### config.mk
export PLATFORM = sky130hd
export DESIGN_NAME = serial_subtractor_ctrl
export DESIGN_NICKNAME = d
export VERILOG_FILES = /design/src/rtl/serial_subtractor_ctrl.sv
export SDC_FILE = /design/constraint.sdc
export NUM_CORES = 1
export LEC_CHECK = 0
export ABC_AREA = 0
export BUFFER_PORTS_ARGS = -buffer_cell sky130_fd_sc_hd__buf_4
export CAP_MARGIN = 20
export CORE_MARGIN = 2
export CORE_UTILIZATION = 50
export CTS_BUF_LIST = sky130_fd_sc_hd__clkbuf_16
export CTS_CLUSTER_SIZE = 40
export DETAILED_ROUTE_END_ITERATION = 6
export PLACE_DENSITY = 0.71
export SETUP_SLACK_MARGIN = 0.3
export SYNTH_ARGS = -nofsm -noshare
export SYNTH_HDL_FRONTEND = slang
export SYNTH_SLANG_ARGS = --single-unit
### constraint.sdc
create_clock -name clk -period 3.84 [get_ports clk]
set_clock_uncertainty 0.15 [all_clocks]
set_input_delay 0.384 -clock clk [delete_from_list [all_inputs] [get_ports clk]]
set_output_delay 0.384 -clock clk [all_outputs]
set_load 0.1 [all_outputs]
### src/rtl/serial_subtractor_ctrl.sv
// Bit-serial unsigned subtractor: one shared 1-bit datapath computes A-B LSB first,
// one bit per clock. The IDLE/RUN/DONE sequencer owns the operand and result shift registers.
module serial_subtractor_ctrl #(
  parameter int WIDTH = 8
) (
  input  logic             clk,
  input  logic             rst_n,
  input  logic             start,
  input  logic [WIDTH-1:0] A,
  input  logic [WIDTH-1:0] B,
  output logic             busy,
  output logic             done,
  output logic [WIDTH-1:0] Diff,
  output logic             Borrow,
  output logic [1:0]       state_dbg
);

  localparam int CW = (WIDTH > 1) ? $clog2(WIDTH) : 1;

  typedef enum logic [1:0] {
    IDLE = 2'd0,
    RUN  = 2'd1,
    DONE = 2'd2
  } state_t;

  state_t           state;
  logic [WIDTH-1:0] a_sr;
  logic [WIDTH-1:0] b_sr;
  logic [WIDTH-1:0] res_sr;
  logic             br;
  logic [CW-1:0]    cnt;

  logic a_i, b_i;
  logic h1_d, h1_b;
  logic d_bit, h2_b;
  logic br_next;
  logic last_bit;

  // Two half-subtractor stages: operands first, then the running borrow.
  assign a_i      = a_sr[0];
  assign b_i      = b_sr[0];
  assign h1_d     = a_i ^ b_i;
  assign h1_b     = ~a_i & b_i;
  assign d_bit    = h1_d ^ br;
  assign h2_b     = ~h1_d & br;
  assign br_next  = h1_b | h2_b;
  assign last_bit = (cnt == CW'(WIDTH - 1));

  assign state_dbg = state;

  always_ff @(posedge clk or negedge rst_n) begin
    if (!rst_n) begin
      state  <= IDLE;
      a_sr   <= '0;
      b_sr   <= '0;
      res_sr <= '0;
      br     <= 1'b0;
      cnt    <= '0;
      busy   <= 1'b0;
      done   <= 1'b0;
      Diff   <= '0;
      Borrow <= 1'b0;
    end else begin
      case (state)
        IDLE: begin
          done <= 1'b0;
          if (start) begin
            a_sr   <= A;
            b_sr   <= B;
            res_sr <= '0;
            br     <= 1'b0;
            cnt    <= '0;
            busy   <= 1'b1;
            state  <= RUN;
          end
        end
        RUN: begin
          a_sr   <= a_sr >> 1;
          b_sr   <= b_sr >> 1;
          res_sr <= {d_bit, res_sr[WIDTH-1:1]};
          br     <= br_next;
          // Counter stops at WIDTH-1 rather than wrapping; the visible outputs update only here.
          if (last_bit) begin
            Diff   <= {d_bit, res_sr[WIDTH-1:1]};
            Borrow <= br_next;
            done   <= 1'b1;
            state  <= DONE;
          end else begin
            cnt <= cnt + CW'(1);
          end
        end
        DONE: begin
          done  <= 1'b0;
          busy  <= 1'b0;
          state <= IDLE;
        end
        default: begin
          done  <= 1'b0;
          busy  <= 1'b0;
          state <= IDLE;
        end
      endcase
    end
  end

endmodule
Word-level counts from Yosys, hierarchy flattened:

Cells that the tools add are included.

* input bits: 19
* output and inout port bits: 13
* word-level logic and storage cells: 49
* bits in registers: 41

* equal/unequal tests: 5
* reductions and logical operators: 7
* bitwise gates (word level): 8
* add/sub/neg operators: 1
* multiplexer cells: 18

Operators by type and width (number)
* 8-bit one-hot mux with 2 select lines: 3
* 8-bit two-way mux: 3
* 2-bit AND reduction: 4
* 3-bit two-way mux: 2
* 2-bit != test (second input constant): 3
* 3-bit one-hot mux with 2 select lines: 1
* 1-bit two-way mux: 4
* 2-bit two-way mux: 2
* 1-bit one-hot mux with 2 select lines: 2
* 2-bit one-hot mux with 2 select lines: 1
* 3-bit by 1-bit adder with 3-bit output (second input constant): 1
* 3-bit == test (second input constant): 1
* 1-bit inverter: 3
* 3-bit AND reduction: 1
* 1-bit bitwise AND: 2
* 2-bit by 1-bit == test with 1-bit output (second input constant): 1
* 2-bit zero test: 1
* 2-bit nonzero test: 1
* 1-bit XOR: 2
* 1-bit OR: 1

Depth between registers and ports, before layout:

Gate-level depths: netlist of the first run.

* word-level depth: 5
* depth in mapped cells: 6
* gate-level depth less buffers: 5

Worst setup path after synthesis of the first run:

Ideal clock, no wire load.

* path kind: flip-flop to flip-flop
* from: register state[1] (netlist: state_dbg[1])
* to: register Diff[0]
* library setup time: 0.126 ns
* cell stages (with the launch flop): 4
* data arrival time: 1.697 ns
* buffers on the path: 1
* path slack: 1.867 ns
* period minus slack after synthesis: 1.973 ns
* cell sequence: dfrtp_1 > nand3b_1 > buf_2 > mux2_2

* cells in the longest elaborated chain, start to end: 2

RTL lines
* start: declaration: line 26 `state_t state;`
* start signal: assignment: line 53 `state <= IDLE;`
* start signal: assignment: line 74 `state <= RUN;`
* start signal: assignment: line 87 `state <= DONE;`
* 2-bit by 1-bit == test with 1-bit output: line 64 `case (state)`
* 2-bit AND reduction (no source line)
* end signal: assignment: line 84 `Diff <= {d_bit, res_sr[WIDTH-1:1]};`
* end: declaration: line 13 `output logic [WIDTH-1:0] Diff,`

Every way passes these cells.
A chain may end at the register's enable or synchronous reset.

Worst setup path after layout of the first run:

* from: register cnt[0]
* to: register Diff[6]

* cells in the longest elaborated chain, start to end: 2

RTL lines
* start: declaration: line 31 `logic [CW-1:0] cnt;`
* start signal: assignment: line 89 `cnt <= cnt + CW'(1);`
* 3-bit == test: line 47 `assign last_bit = (cnt == CW'(WIDTH - 1));`
* 2-bit AND reduction (no source line)

Every way passes these cells.

==> results of run 1 <==
==> cells in the final DEF, fill, tap and decap left out, types with 2 or more instances in the layout <==
master and n:
dfrtp_1 40, buf_4 31, o22ai_1 26, a21oi_1 16, o21ai_0 9, mux2_2 8, nand2_1 7, a22o_1 7
nor2_1 6, inv_1 5, clkbuf_16 5, ha_1 3, nand2b_1 2, nor2b_1 2, a22oi_1 2
==> repair_timing <==
item,CTS,global route
hold buffers,1,0
hold endpoints to repair,40,0
endpoints found under the setup margin,0,0
==> how the worst max path moves through the flow <==
stage	depth (start not counted)	slack, ps	from	endpoint
6_report	4	1930	cnt[0]	Diff[6]
5_1_grt	4	1830	cnt[0]	Diff[4]
4_1_cts	4	1900	cnt[0]	Diff[0]
3_5_place_dp	4	1920	cnt[0]	Diff[0]
3_3_place_gp	4	1990	cnt[0]	Diff[4]
2_1_floorplan	3	1870	state_dbg[1]	Diff[0]
==> kinds of logic after synthesis <==
logic type	after synthesis
compound gates	63
flops	40
simple gates	21
buf+inv	17
mux	8
fa+ha+maj	4
==> power by group through the flow <==
stage | registers (mW) | logic [mW] | clock network (mW)
floorplan | 1.10 | 0.407 | 0
global placement | 0.743 | 0.920 | 0
detailed placement | 0.755 | 0.948 | 0
CTS | 0.748 | 0.952 | 0.487
global route | 0.776 | 1.02 | 0.513
finish | 0.747 | 0.944 | 0.479
==> routing by layer <==
metal	GRT usage, %	share of wire (%)	vias to the layer above
li1	-	-	625
met1	25.9	44	647
met2	30.9	49	33
met3	4.86	4.5	10
met4	9.17	2.5	0
met5	0	0	-
==> metrics by stage <==
step	power [mW]	instance area, um2	util (%)	hold slack (ps)	std cells
finish	2.17	2140	64.1	208	228
global route	2.31	2140	64.1	236	228
CTS	2.19	2140	64.1	210	228
detailed placement	1.70	1960	58.6	231	219
global placement	1.66	1960	58.6	227	219
floorplan	1.50	1740	-	-61.6	153
==> cell type report <==
| class | instances | area [um2] | area share [%] |
|---|---|---|---|
| Tap cell | 46 | 57.6 | 2.69 |
| Inverter | 6 | 22.5 | 1.05 |
| Multi-Input combinational cell | 96 | 643 | 30.1 |
| Clock inverter | 3 | 46.3 | 2.17 |
| Sequential cell | 40 | 1000 | 46.8 |
| Timing Repair Buffer | 32 | 243 | 11.4 |
| Clock buffer | 5 | 125 | 5.85 |
==> state kept, by name, indices dropped and copies added (netlist names) <==
signal	cells
Borrow	1
Diff	8
a_sr	8
b_sr	8
br	1
busy	1
cnt	3
done	1
res_sr	7
state_dbg	2
==> worst reg2reg max path: stages, from the launching register on <==
cell and delay, ps:
dfrtp_1 410, ha_1 240, ha_1 210, nand3b_1 390, mux2_2 400
==> results.sh, run 1 <==
export IMPL_clk_path_buf_depth=2
export IMPL_nNetsFinal=204
export IMPL_vias=1315
export IMPL_slowest_delay_ps=410
export IMPL_drive_gt1_share_pct=28.6
export IMPL_synth_top_family_by_area="compound AO/OA/AOI/OAI gates"
export IMPL_areaGrowthSynthToFinish_pct=23.1
export IMPL_synth_area_leaders="dfrtp_1 58%, o22ai_1 9.4%, mux2_2 5.2%, a21oi_1 4.6%, a22o_1 3.5%"
export IMPL_post_cts_buffers=0
export IMPL_fin_setup_tns_ps=0
export IMPL_htreeDepth=2
export IMPL_synth_fa_ha_area_share_pct=3.31
export IMPL_cts_sinks=40
export IMPL_antenna_cells=0
export IMPL_required_ps=3860
export IMPL_slew_headroom_pct=36.4
export IMPL_period_needed_ps=1910
export IMPL_tightest_slew_ps=952
export IMPL_die_w_um=62.9
export IMPL_io_pins=32
export IMPL_synth_simple_gate_area_share_pct=6.12
export IMPL_syn_nets=176
export IMPL_num_rows=21
export IMPL_pre_cts_ws_ps=1920
export IMPL_reg2reg_depth=4
export IMPL_synth_area_mux_share_pct=5.19
export IMPL_setup_viol=0
export IMPL_ys_flop_type="dfrtp_1"
export IMPL_clkTransAtPathRegs_ps=60
export IMPL_final_hold_viol_count=0
export IMPL_clockPowerShare_pct=22.1
export IMPL_worstPathCellList="ha_1 > ha_1 > nand3b_1 > mux2_2"
export IMPL_synth_seq_cells=40
export IMPL_status="complete, no violations"
export IMPL_start_util_pct=52.0
export IMPL_coreArea_um2=3340
export IMPL_async_flop_share_pct=100
export IMPL_firstDrtPassIters=4
export IMPL_synth_top_area_share_pct=57.6
export IMPL_crit_path_max_fanout=11
export IMPL_cts_buffers=5
export IMPL_synthXorXnorAreaFrac_pct=0
export IMPL_route_detailed_drc=0
export IMPL_grt_max_degree=41
export IMPL_die_area_um2=3960
export IMPL_p_comb_share_pct=43.5
export IMPL_clockRootBuffer="clkbuf_16"
export IMPL_finalMaxSlewViolations=0
export IMPL_synth_compound_area_share_pct=22.4
export IMPL_io_buffers=31
export IMPL_ctsResizeCount=0
export IMPL_yosys_warnings=0
export IMPL_first_iter_violations=37
export IMPL_vdd_drop_max_mv=0.616
export IMPL_p_per_area_nw_per_um2=1010
export IMPL_fin_crit_sh_pct=49.7
export IMPL_yosysMostFrequentCell="dfrtp_1"
export IMPL_grt_pass1_vias=1288
export IMPL_cpMaxStageDelayCell="dfrtp_1"
export IMPL_cp_arrival_ps=1930
export IMPL_hold_class="in2reg"
export IMPL_criticalPathCategory="reg2reg"
export IMPL_synth_edf_count=0
export IMPL_power_internal_mw=1.20
export IMPL_crit_top_cell="ha_1"
export IMPL_syn_area_um2=1740
export IMPL_dp_hpwl_mm=2.25
export IMPL_synth_cell_type_count=27
export IMPL_worstHoldPathCells=3
export IMPL_rr_startpoint="cnt[0]"
export IMPL_grt_total_usage_pct=19.7
export IMPL_post_drt_wl_per_cell_um=15.0
export IMPL_cts_tree="yes"
export IMPL_clock_latency_ps=280
export IMPL_antenna_found_initial=0
export IMPL_yosys_top_cells_count="40 x dfrtp_1, 26 x o22ai_1, 16 x a21oi_1"
export IMPL_cp_end_kind="register"
export IMPL_syn_avg_cell_area_um2=11.4
export IMPL_reg2reg_slack_ps=1930
export IMPL_overflow=0
export IMPL_path_buf_inv=0
export IMPL_gp_congestion=0.696
export IMPL_switching_share_pct=44.7
export IMPL_grt_pass1_wl_mm=6.09
export IMPL_critPathTopFamily="adder cells"
export IMPL_startpoint_type="register"
export IMPL_r2r_end="Diff[6]"
export IMPL_switchingPower_mw=0.971
export IMPL_min_from="A[7]"
export IMPL_ant_nets=0
export IMPL_fmax_mhz=524
export IMPL_p_leak_nw=0.991
export IMPL_yosysTopAreaCell="dfrtp_1"
export IMPL_dieHeight_um=62.9
export IMPL_nFillCells=265
export IMPL_p_seq_share_pct=34.4
export IMPL_ys_seq_area_share_pct=57.6
export IMPL_drv_cap=0
export IMPL_hold_end="a_sr[7]"
export IMPL_drt_wl_total_mm=3.41
export IMPL_layout_setup_ws_ps=1930
export IMPL_rsz0062_at_grt="no"
export IMPL_synth_cells=153
export IMPL_drt_vias_per_instance=5.77
Power figures use the tool's default switching activity.
==> run 2, diff against run 1 <==
- ABC_AREA: 0 -> 1
- PLACE_DENSITY: 0.71 -> 0.7
- clock period: 3.84 -> 1.9 ns (I/O delays scaled with it)
==> run 2 against run 1 <==
- setup slack worse by 1500 ps
- core utilization decreased by 0.78 points
- largest cell class unchanged
- global-route usage decreased by 1.7 points
==> results.sh, run 2 <==
export IMPL_yosysTopAreaCell="dfrtp_1"
export IMPL_vias=1458
export IMPL_antenna_found_initial=0
export IMPL_yosys_top_cells_count="52 x nand2_1, 40 x dfrtp_1, 31 x inv_1"
export IMPL_syn_avg_cell_area_um2=8.95
export IMPL_clk_path_buf_depth=2
export IMPL_criticalPathCategory="reg2out"
export IMPL_overflow=0
export IMPL_yosys_warnings=0
export IMPL_hold_class="in2reg"
export IMPL_tightest_slew_ps=494
export IMPL_cts_buffers=5
export IMPL_startpoint_type="register"
export IMPL_synth_fa_ha_area_share_pct=3.03
export IMPL_grt_total_usage_pct=18.0
export IMPL_grt_max_degree=41
export IMPL_nNetsFinal=269
export IMPL_die_area_um2=4300
export IMPL_synth_simple_gate_area_share_pct=25.4
export IMPL_async_flop_share_pct=100
export IMPL_cp_end_kind="output port"
export IMPL_final_cells=295
export IMPL_synth_edf_count=0
export IMPL_cpMaxStageDelayCell="dfrtp_4"
export IMPL_htreeDepth=2
export IMPL_areaGrowthSynthToFinish_pct=22.1
export IMPL_critPathTopFamily="flip-flops"
export IMPL_slew_headroom_pct=67.1
export IMPL_synth_cells=212
export IMPL_dieHeight_um=65.6
export IMPL_crit_start="state_dbg[0]"
export IMPL_drv_cap=0
export IMPL_rsz0062_at_grt="no"
export IMPL_min_from="B[4]"
export IMPL_mostFrequentLayoutCell="nand2_1"
export IMPL_finalMaxSlewViolations=0
export IMPL_setup_viol=0
export IMPL_rr_startpoint="state_dbg[0]"
export IMPL_cts_sinks=40
export IMPL_synth_top_family_by_area="simple AND/OR/NAND/NOR gates"
export IMPL_placedCellCount=284
export IMPL_fin_setup_tns_ps=0
export IMPL_synth_cell_type_count=18
export IMPL_die_w_um=65.6
export IMPL_drt_vias_per_instance=4.94
export IMPL_start_util_pct=51.8
export IMPL_drt_wl_total_mm=3.37
export IMPL_syn_nets=235
export IMPL_fin_crit_sh_pct=79.7
export IMPL_ant_nets=0
export IMPL_antenna_cells=0
export IMPL_coreArea_um2=3660
export IMPL_cts_tree="yes"
export IMPL_clockRootBuffer="clkbuf_16"
export IMPL_p_per_area_nw_per_um2=2010
export IMPL_drive_gt1_share_pct=23.5
export IMPL_clock_latency_ps=280
export IMPL_synth_seq_cells=40
export IMPL_io_pins=32
export IMPL_cp_arrival_ps=1170
export IMPL_required_ps=1560
export IMPL_p_leak_nw=1.24
export IMPL_fmax_mhz=660
export IMPL_grt_pass1_wl_mm=5.80
export IMPL_fin_util_pct=63.3
export IMPL_synthXorXnorAreaFrac_pct=0
export IMPL_worstPathCellList="buf_4"
export IMPL_post_drt_wl_per_cell_um=11.4
export IMPL_num_rows=22
export IMPL_crit_path_max_fanout=20
export IMPL_path_buf_inv=1
export IMPL_post_cts_buffers=0
export IMPL_first_iter_violations=114
export IMPL_clkTransAtPathRegs_ps=50
export IMPL_syn_area_um2=1900
export IMPL_route_detailed_drc=0
export IMPL_vdd_drop_max_mv=1.17
export IMPL_reg_top3="Diff: 8 flops, a_sr: 8 flops, b_sr: 8 flops"
export IMPL_final_hold_viol_count=0
export IMPL_dp_hpwl_mm=2.21
export IMPL_ys_flop_type="dfrtp_1"
export IMPL_gp_congestion=0.728
export IMPL_synth_area_leaders="dfrtp_1 53%, nand2_1 10%, nand3_1 7.9%, inv_1 6.1%, nand3b_1 4.7%"
export IMPL_firstDrtPassIters=5
export IMPL_status="complete, no violations"
export IMPL_io_buffers=31
export IMPL_period_needed_ps=1510
export IMPL_yosysMostFrequentCell="nand2_1"
export IMPL_mostFrequentLayoutCells="52 x nand2_1, 38 x dfrtp_1, 35 x buf_4"
export IMPL_grt_pass1_vias=1313
export IMPL_synth_compound_area_share_pct=7.84
export IMPL_ys_seq_area_share_pct=52.7
export IMPL_synth_top_area_share_pct=52.7
export IMPL_synth_area_mux_share_pct=0
export IMPL_slowest_delay_ps=560
run 2: cell count changes in the layout (fill, tap and decap cells not counted), moves of 8 or more:
cell,previous run,this run
inv_1,5,31
o22ai_1,26,8
mux2_2,8,0
nand3b_1,1,12
a21oi_1,16,1
o21ai_2,1,9
nand3_1,0,30
nand2_1,7,52
run 2: worst register-to-register path: stages (launching register included):
cell and delay, ps:
dfrtp_4 580, nand2_2 180, buf_4 250, nand2_1 90
nand3_1 80, nand2_1 60
run 2: per-layer routing:
metal | vias to the layer above | wire (um) | global-route usage [%]
li1 | 739 | - | -
met1 | 676 | 1550 | 21.8
met2 | 37 | 1580 | 29.2
met3 | 6 | 168 | 5.65
met4 | 0 | 69 | 8.59
met5 | - | 0 | 0
run 2: final timing paths:
| kind | to | slack, ps | cells after the start |
|---|---|---|---|
| max | state_dbg[0] | 390 | 1 |
| min | b_sr[4] | 70 | 5 |
| max reg2reg | a_sr[3] | 390 | 5 |
| min reg2reg | Diff[2] | 330 | 2 |
| max in group asynchronous | state_dbg[0] | 960 | 2 |
| min in group asynchronous | Diff[0] | 270 | 2 |
run 2: final cells by class:
class	count	area, um2
clock buffers	5	125
well taps	48	60.1
fillers	327	1340
repair buffers	38	293
inverters	32	120
multi-input cells	129	699
flip-flops and latches	40	1010
clock inverters	3	13.8
run 2: cell families after synthesis:
logic type      Yosys count
fa+ha+maj                 4
flops                    40
compound gates           21
buf+inv                  43
simple gates            104
run 2: power by group:
part / internal (mW) / switching (mW) / total, mW / leakage (nW)
clock network: 0.476 / 0.312 / 0.788 / 0.0710
registers: 1.26 / 0.227 / 1.48 / 0.491
logic: 0.682 / 1.70 / 2.38 / 0.674
total: 2.41 / 2.24 / 4.66 / 1.24
run 2: stage by stage:
stage	setup WS, ps	power (mW)	hold slack (ps)	area, um2
after global routing	302	4.99	83.8	2320
after floorplan	311	3.45	-256	1900
after global placement	360	3.83	44.4	2140
after CTS	306	4.69	59.7	2310
after detailed placement	324	3.88	44.3	2140
final	386	4.66	65.4	2320
run 2: timing repair:
item / in CTS / in global routing
setup endpoints to repair: 0 / 32
hold endpoints to repair: 42 / 0
hold buffers: 3 / 0
resized for setup: 0 / 2
==> run 3, diff against run 2 <==
- PLACE_DENSITY: 0.7 -> 0.73
- clock period: 1.9 -> 1.28 ns (I/O delays scaled with it)
==> run 3 against run 2 <==
- the run now ends with setup timing left
- register-to-register slack lost 550 ps
- sequential power grew 60%
- total power grew 97%
- core utilization grew 21 points
- worst hold slack lost 63 ps
- clock power grew 56%
==> results.sh, run 3 (synthesized netlist as in run 2, its figures left out) <==
export IMPL_cpMaxStageDelayCell="dfrtp_1"
export IMPL_p_leak_nw=1.53
export IMPL_nNetsFinal=305
export IMPL_fmax_mhz=694
export IMPL_clock_latency_ps=290
export IMPL_slowest_delay_ps=410
export IMPL_period_needed_ps=1440
export IMPL_tightest_slew_ps=365
export IMPL_slew_headroom_pct=75.7
export IMPL_gp_congestion=0.758
export IMPL_fin_setup_tns_ps=-3290
export IMPL_crit_path_max_fanout=4
export IMPL_nFillCells=201
export IMPL_final_cells=331
export IMPL_criticalPathCategory="reg2reg"
export IMPL_io_pins=32
export IMPL_violations="setup timing"
export IMPL_startpoint_type="register"
export IMPL_grt_pass1_vias=1703
export IMPL_hold_class="in2reg"
export IMPL_finalMaxSlewViolations=0
export IMPL_clockPowerShare_pct=13.4
export IMPL_final_hold_viol_count=0
export IMPL_grt_pass1_wl_mm=7.67
export IMPL_num_rows=22
export IMPL_p_per_area_nw_per_um2=2960
export IMPL_die_w_um=65.6
export IMPL_dieHeight_um=65.6
export IMPL_route_detailed_drc=0
export IMPL_first_iter_violations=114
export IMPL_clk_path_buf_depth=2
export IMPL_fin_hold_ws_ps=2.83
export IMPL_switching_share_pct=45.4
export IMPL_grt_max_degree=41
export IMPL_placedCellCount=297
export IMPL_cts_sinks=40
export IMPL_required_ps=1300
export IMPL_cts_buffers=5
export IMPL_areaGrowthSynthToFinish_pct=63.2
export IMPL_reg_top3="Diff: 8 flops, a_sr: 8 flops, b_sr: 8 flops"
export IMPL_drt_wl_total_mm=5.59
export IMPL_rsz0062_at_grt="yes"
export IMPL_fin_crit_sh_pct=112
export IMPL_drv_cap=0
export IMPL_clockRootBuffer="clkbuf_16"
export IMPL_p_seq_share_pct=25.9
export IMPL_ant_nets=0
export IMPL_cp_arrival_ps=1460
export IMPL_firstDrtPassIters=4
export IMPL_setup_viol=40
export IMPL_die_area_um2=4300
export IMPL_p_comb_share_pct=60.7
export IMPL_cp_end_kind="register"
export IMPL_dp_hpwl_mm=2.39
export IMPL_drive_gt1_share_pct=44.5
export IMPL_status="finished with violations"
export IMPL_mostFrequentLayoutCells="42 x nand2_1, 38 x buf_4, 30 x nand3_1"
export IMPL_fin_util_pct=84.6
export IMPL_power_internal_mw=5.00
export IMPL_layout_setup_ws_ps=-160
export IMPL_clkTransAtPathRegs_ps=60
export IMPL_post_drt_wl_per_cell_um=16.9
export IMPL_worstPathCellList="ha_4 > ha_4 > nand2_4 > buf_4 > clkbuf_16 > o21ai_2"
export IMPL_vias=1725
export IMPL_htreeDepth=2
export IMPL_cts_tree="yes"
export IMPL_start_util_pct=51.8
export IMPL_io_buffers=31
export IMPL_antenna_cells=0
export IMPL_crit_top_cell="ha_4"
export IMPL_drt_vias_per_instance=5.21
export IMPL_vdd_drop_max_mv=1.83
export IMPL_mostFrequentLayoutCell="nand2_1"
export IMPL_grt_total_usage_pct=23.9
export IMPL_coreArea_um2=3660
export IMPL_antenna_found_initial=0
export IMPL_overflow=0
export IMPL_switchingPower_mw=4.16
==> run 3: cell count changes in the layout (fill, tap and decap cells not counted), sizes merged <==
cell,change
buf,+32
clkbuf,+3
dlygate4sd3,+1
==> run 3: worst paths after layout <==
kind	startpoint	end	slack, ps	cells after the start
max in group asynchronous	rst_n	state_dbg[0]	520	2
min in group asynchronous	rst_n	res_sr[2]	160	2
min reg2reg	a_sr[2]	a_sr[2]	360	2
min	B[4]	b_sr[4]	3	5
max reg2reg	cnt[1]	Diff[6]	-160	6
max	cnt[1]	Diff[6]	-160	6
==> run 3: through the flow <==
stage          worst slack, ps  power [mW]  area (um2)
2_1_floorplan             -224        5.21        1930
3_3_place_gp             -86.5        5.96        2280
3_5_place_dp              -127        6.07        2280
4_1_cts                   -113        8.33        2850
5_1_grt                   -211        9.57        3100
6_report                  -160        9.16        3100
==> run 3: final cells by class <==
class / instances / area (um2) / share of cell area [%]
flip-flops and latches: 40 / 1020 / 33.0
multi-input cells: 129 / 852 / 27.5
repair buffers: 74 / 898 / 29.0
well taps: 48 / 60.1 / 1.94
clock inverters: 3 / 13.8 / 0.444
inverters: 32 / 125 / 4.04
clock buffers: 5 / 125 / 4.04
==> run 3: power groups by stage <==
| stage | Combinational, mW | Clock (mW) | Sequential, mW |
|---|---|---|---|
| CTS | 4.84 | 1.20 | 2.29 |
| finish | 5.56 | 1.23 | 2.37 |
| global placement | 3.80 | 0 | 2.17 |
| detailed placement | 3.87 | 0 | 2.20 |
| global route | 5.87 | 1.27 | 2.43 |
| floorplan | 1.71 | 0 | 3.50 |
==> run 3: timing repair <==
action                                  4_1_cts  5_1_grt
setup buffers                                12        5
cloned                                        2        3
hold endpoints to repair                     43        0
pin swaps                                     7        5
resized for setup                            66       29
endpoints found under the setup margin       53       66
hold buffers                                  4        0
==> run 3: routing by layer <==
metal / track usage, % / share of wire (%)
met5: 0 / 0
met4: 12.2 / 1.7
met3: 4.97 / 4.6
met2: 39.7 / 54
met1: 29.3 / 40
==> run 3: worst max-delay path, delay by kind of cell (launching register included) <==
kind | cells | cell delay (ps)
adders and majority gates | 2 | 360
AOI/OAI and AO/OA | 1 | 50
DFF | 1 | 410
buffers and inverters | 2 | 290
and+or+nand+nor | 1 | 60
